File: config.mk
export PLATFORM = sky130hd
export DESIGN_NAME = bomb_scheduler
export DESIGN_NICKNAME = d
export VERILOG_FILES = /design/src/rtl/bomb_scheduler.sv
export SDC_FILE = /design/constraint.sdc
export NUM_CORES = 1
export LEC_CHECK = 0
export BUFFER_PORTS_ARGS = -buffer_cell sky130_fd_sc_hd__buf_2
export CORE_ASPECT_RATIO = 1.4
export CORE_MARGIN = 1
export CORE_UTILIZATION = 65
export DETAILED_ROUTE_END_ITERATION = 7
export PLACE_DENSITY_LB_ADDON = 0.25
export SLEW_MARGIN = 20
export SYNTH_ARGS = -nofsm -noshare
export SYNTH_HDL_FRONTEND = slang
export SYNTH_SLANG_ARGS = --single-unit
File: constraint.sdc
create_clock -name clk -period 7.8 [get_ports clk]
set_clock_uncertainty 0.05 [all_clocks]
set_input_delay 1.56 -clock clk [delete_from_list [all_inputs] [get_ports clk]]
set_output_delay 1.56 -clock clk [all_outputs]
set_load 0.01 [all_outputs]
File: src/rtl/bomb_scheduler.sv
// bomb_scheduler: bomb pool with drop-request arbitration in the EOF..SOF window,
// per-bomb frame fuses and a one-explosion-per-cycle sequencer.
module bomb_scheduler #(
    parameter int NSLOTS         = 4,
    parameter int MAX_PER_PLAYER = 2,
    parameter int FUSE_FRAMES    = 120,
    parameter int TILE_W         = 5
) (
    input  logic                         clk,
    input  logic                         reset,
    input  logic                         SOF,
    input  logic                         EOF,
    input  logic                         req0,
    input  logic                         req1,
    input  logic [TILE_W-1:0]            tileX0,
    input  logic [TILE_W-1:0]            tileY0,
    input  logic [TILE_W-1:0]            tileX1,
    input  logic [TILE_W-1:0]            tileY1,
    output logic                         grant0,
    output logic                         grant1,
    output logic                         deny0,
    output logic                         deny1,
    output logic                         boom,
    output logic [TILE_W-1:0]            boomX,
    output logic [TILE_W-1:0]            boomY,
    output logic                         boomOwner,
    output logic [$clog2(NSLOTS+1)-1:0]  bomb_count
);
    localparam int FW = $clog2(FUSE_FRAMES + 1);
    localparam int CW = $clog2(NSLOTS + 1);
    localparam int IW = (NSLOTS > 1) ? $clog2(NSLOTS) : 1;

    logic              window;
    logic              rr;
    logic [NSLOTS-1:0] s_valid;
    logic [NSLOTS-1:0] s_expired;
    logic [NSLOTS-1:0] s_owner;
    logic [TILE_W-1:0] s_x    [NSLOTS];
    logic [TILE_W-1:0] s_y    [NSLOTS];
    logic [FW-1:0]     s_fuse [NSLOTS];

    logic              elig0, elig1, both, resolve, pick, accept;
    logic [TILE_W-1:0] req_x, req_y;
    logic [CW-1:0]     own_cnt, valid_cnt;
    logic              tile_hit, free_any, exp_any;
    logic [IW-1:0]     free_idx, exp_idx;

    always_comb begin
        // a player whose grant/deny is showing this cycle is still holding req from the last round
        elig0   = window & req0 & ~grant0 & ~deny0;
        elig1   = window & req1 & ~grant1 & ~deny1;
        both    = elig0 & elig1;
        resolve = elig0 | elig1;
        pick    = both ? rr : elig1;
        req_x   = pick ? tileX1 : tileX0;
        req_y   = pick ? tileY1 : tileY0;

        own_cnt   = '0;
        valid_cnt = '0;
        tile_hit  = 1'b0;
        free_any  = 1'b0;
        free_idx  = '0;
        exp_any   = 1'b0;
        exp_idx   = '0;
        for (int unsigned i = 0; i < NSLOTS; i++) begin
            if (s_valid[i]) begin
                valid_cnt = valid_cnt + CW'(1);
                if (s_owner[i] == pick)
                    own_cnt = own_cnt + CW'(1);
                if (s_x[i] == req_x && s_y[i] == req_y)
                    tile_hit = 1'b1;
            end else if (!free_any) begin
                free_any = 1'b1;
                free_idx = IW'(i);
            end
            if (s_expired[i] && !exp_any) begin
                exp_any = 1'b1;
                exp_idx = IW'(i);
            end
        end
        accept = free_any && (own_cnt < CW'(MAX_PER_PLAYER)) && !tile_hit;
    end

    always_ff @(posedge clk) begin
        if (reset) begin
            window     <= 1'b0;
            rr         <= 1'b0;
            grant0     <= 1'b0;
            grant1     <= 1'b0;
            deny0      <= 1'b0;
            deny1      <= 1'b0;
            boom       <= 1'b0;
            boomX      <= '0;
            boomY      <= '0;
            boomOwner  <= 1'b0;
            bomb_count <= '0;
            s_valid    <= '0;
            s_expired  <= '0;
            s_owner    <= '0;
            for (int unsigned i = 0; i < NSLOTS; i++) begin
                s_x[i]    <= '0;
                s_y[i]    <= '0;
                s_fuse[i] <= '0;
            end
        end else begin
            if (EOF)
                window <= 1'b1;
            else if (SOF)
                window <= 1'b0;

            grant0 <= 1'b0;
            grant1 <= 1'b0;
            deny0  <= 1'b0;
            deny1  <= 1'b0;
            if (resolve) begin
                if (both)
                    rr <= ~rr;
                if (accept) begin
                    s_valid[free_idx]   <= 1'b1;
                    s_expired[free_idx] <= 1'b0;
                    s_owner[free_idx]   <= pick;
                    s_x[free_idx]       <= req_x;
                    s_y[free_idx]       <= req_y;
                    s_fuse[free_idx]    <= FW'(FUSE_FRAMES);
                end
                grant0 <= accept & ~pick;
                grant1 <= accept & pick;
                deny0  <= ~accept & ~pick;
                deny1  <= ~accept & pick;
            end

            // a slot granted this cycle is still invalid here, so it never decrements on its own write edge
            if (EOF) begin
                for (int unsigned i = 0; i < NSLOTS; i++) begin
                    if (s_valid[i] && !s_expired[i]) begin
                        s_fuse[i] <= s_fuse[i] - FW'(1);
                        if (s_fuse[i] == FW'(1))
                            s_expired[i] <= 1'b1;
                    end
                end
            end

            boom      <= exp_any;
            boomX     <= exp_any ? s_x[exp_idx] : '0;
            boomY     <= exp_any ? s_y[exp_idx] : '0;
            boomOwner <= exp_any & s_owner[exp_idx];
            if (exp_any) begin
                s_valid[exp_idx]   <= 1'b0;
                s_expired[exp_idx] <= 1'b0;
            end

            bomb_count <= valid_cnt;
        end
    end
endmodule

==> impl_metrics.tcl <==
set metrics [dict create \
    synth-main-ff-cell "dfxtp_1" \
    ys_warn_count 0 \
    route.vias.total 5075 \
    wl_per_cell_um 22.56 \
    setup_viol 0 \
    drt_pass1_iterations 6 \
    synth_edf_count 40 \
    power.share.clock 0.365 \
    final-hold-violation-count 0 \
    slowest_delay_ps 590 \
    ant_nets 0 \
    synthArstFlopShare 0 \
    hold_depth 2 \
    synth_area_per_cell_um2 9.355 \
    grt_pass1_vias 5075 \
    io_pins 45 \
    critPathCaptureType "flip-flop" \
    clk_latency_ps 350 \
    critical_path.max_fanout 11 \
    final_common_cell "nor2_1" \
    final_cell_mix "81 x nor2_1, 61 x dfxtp_1, 47 x xnor2_1" \
    cts_setup_buffers 0 \
    critPathKind "primary input to flip-flop" \
    slew_headroom 0.3621 \
    via_per_inst 6.794 \
    nets 684 \
    syn_area_um2 5669 \
    drt_iter0_markers 782 \
    root_buffer "clkbuf_16" \
    crit_path_cell_trace "buf_2 -> or4b_1 -> nand2_1 -> xnor2_1 -> nor2_1 -> ha_1 -> mux2_2 -> ha_1 -> nand2_1 -> o21ai_0 -> ha_1 -> nor2b_1 -> mux2i_1 -> mux2i_4 -> and4_1 -> nand3b_1 -> nand2_1" \
    synth.net_count 650 \
    finalPower_mw 1.224 \
    gp_congestion 1.025 \
    initial_core_util 0.6834 \
    h-tree-depth 3 \
    cts_sinks 101 \
    cp.required_ps 7760 \
    grt_max_degree 37 \
    tightest_slew_ps 953.4 \
    maxCapViolations 0 \
    n_antenna_cell 0 \
    status "finished, final reports clean" \
    ys_seq_area_frac 0.4273 \
    drt-total-wl_mm 16.85 \
    rows 39 \
    rsz0062_at_grt "no" \
    antenna_found_initial 0 \
    synthDistinctLibCells 63 \
    ctsHoldBuffers 0 \
    period_needed_ps 5639 \
    r2r_cells 16 \
    cts_tree "built" \
    seq_power_share 0.496 \
    intPower_mw 0.8750 \
    finalCritPeriodShare 0.7230 \
    clkSlewWorstSetupHoldPaths_ps 70 \
    chipWidth_um 80.93 \
    grt_pass1_wl_mm 26.80 \
    clockBufferDepth 2 \
    peakVddDrop_mv 0.1860 \
    cpMaxStageDelayCell "or4b_1" \
    grt_usage 0.4015 \
    syn_inst 606 \
    place_hpwl_mm 12.45 \
    tns_ps 0 \
    die_h_um 112.5 \
    min_path_type "flip-flop to flip-flop" \
    numCtsBuffers 9 \
    switching_share 0.2854 \
    drive_gt1_frac 0.1380 \
    core_area_um2 8295 \
    io_buffers 44 \
    pwr-share-comb 0.139 \
    p_sw_mw 0.3494 \
    fmax_ghz 0.1773 \
    dieArea_um2 9105 \
    final_core_util 0.7526 \
    syn2layout_area_growth_pct 10.13 \
    grt_overflow_total 0 \
    cp.arrival_ps 5600 \
    powerDensity_nw_per_um2 196.1 \
    ys_ff_latch 101 \
    ctsResizeCount 0 \
    cp-start-kind "primary input" \
    slew_viol_final 0 \
    leakage_nw 2.492 \
    drc 0 \
]
-- synth_stat cells, drive strengths merged (3+ instances only) --
library cell / instances / area share
nor2: 81 / 0.054
dfxtp: 61 / 0.22
xnor2: 47 / 0.073
edfxtp: 40 / 0.21
inv: 37 / 0.024
a21oi: 36 / 0.032
nor3: 29 / 0.026
xor2: 26 / 0.040
nand2: 24 / 0.016
ha: 18 / 0.040
o21ai: 18 / 0.016
nor4: 15 / 0.017
clkbuf: 14 / 0.0093
a222oi: 12 / 0.021
buf: 12 / 0.012
mux2: 12 / 0.024
and3: 10 / 0.011
nand3: 10 / 0.0097
nor2b: 9 / 0.0099
nand2b: 8 / 0.0088
mux2i: 7 / 0.015
o22ai: 7 / 0.0077
nand4: 6 / 0.0093
or4: 6 / 0.0086
nand3b: 5 / 0.0066
or3: 5 / 0.0055
a21boi: 4 / 0.0053
a2111oi: 3 / 0.0046
o221ai: 3 / 0.0046
o2bb2ai: 3 / 0.0046
o31ai: 3 / 0.0040
-- cell type report --
type	instances	area, µm²
multi-input combinational	442	2994
tap	102	127.6
fill	608	2052
inverter	37	138.9
clock buffer	10	239.0
clock inverter	6	63.81
sequential	101	2422
timing repair buffer	49	257.7
-- cell families (layout without fill, tap and decap cells) --
family,count (synthesis),after routing,synth area share
AND/OR/NAND/NOR,219,219,0.2002
AO/OA/AOI/OAI,113,113,0.1360
flip-flops,101,101,0.4273
XOR/XNOR,73,73,0.1128
buffers and inverters,63,102,0.04568
multiplexers,19,19,0.03840
adder cells (fa/ha/maj),18,18,0.03973
-- power groups by stage --
stage / clock, mW / combinational (mW) / sequential (mW)
6_report: 0.447 / 0.170 / 0.607
3_5_place_dp: 0 / 0.165 / 0.617
4_1_cts: 0.449 / 0.166 / 0.605
5_1_grt: 0.474 / 0.185 / 0.609
3_3_place_gp: 0 / 0.160 / 0.617
2_1_floorplan: 0 / 0.118 / 0.606
-- per-layer routing --
| metal | global-route usage | routed length (µm) | share of wire |
|---|---|---|---|
| met1 | 0.4571 | 5856 | 0.35 |
| met2 | 0.6549 | 8263 | 0.49 |
| met3 | 0.08618 | 1391 | 0.083 |
| met4 | 0.2810 | 1340 | 0.080 |
| met5 | 0 | 0 | 0 |
-- flip-flops by register name, indices dropped and copies added, names as in the netlist, 3 cells and up --
register and flops:
s_y 20, s_owner 4, s_valid 4, s_fuse 28, s_x 20, s_expired 4, boomY 5, bomb_count 3
boomX 5
-- critical path, delay by kind of cell --
kind / cells / cell delay [ps]
AO/OA/AOI/OAI: 1 / 80
AND/OR/NAND/NOR: 8 / 2190
XOR/XNOR: 1 / 120
adder cells (fa/ha/maj): 3 / 920
multiplexers: 3 / 600
buffers and inverters: 1 / 110
-- through the flow --
step                area (µm²)  worst slack (ps)  hold WS (ps)  std cells
floorplan                 5669              2022         413.6        606
global placement          5934              1965         446.9        731
detailed placement        5934              1885         449.2        731
CTS                       6237              2168         457.9        747
global route              6243              1891         494.8        747
finish                    6243              2161         459.5        747
-- worst paths after layout --
check,from,endpoint,slack [ps]
min reg2reg,s_owner[0],s_owner[0],460
max reg2reg,rr,s_y[2][1],3060
max,req0,s_y[2][1],2160
min,s_owner[0],s_owner[0],460
Power figures use the tool's default switching activity.
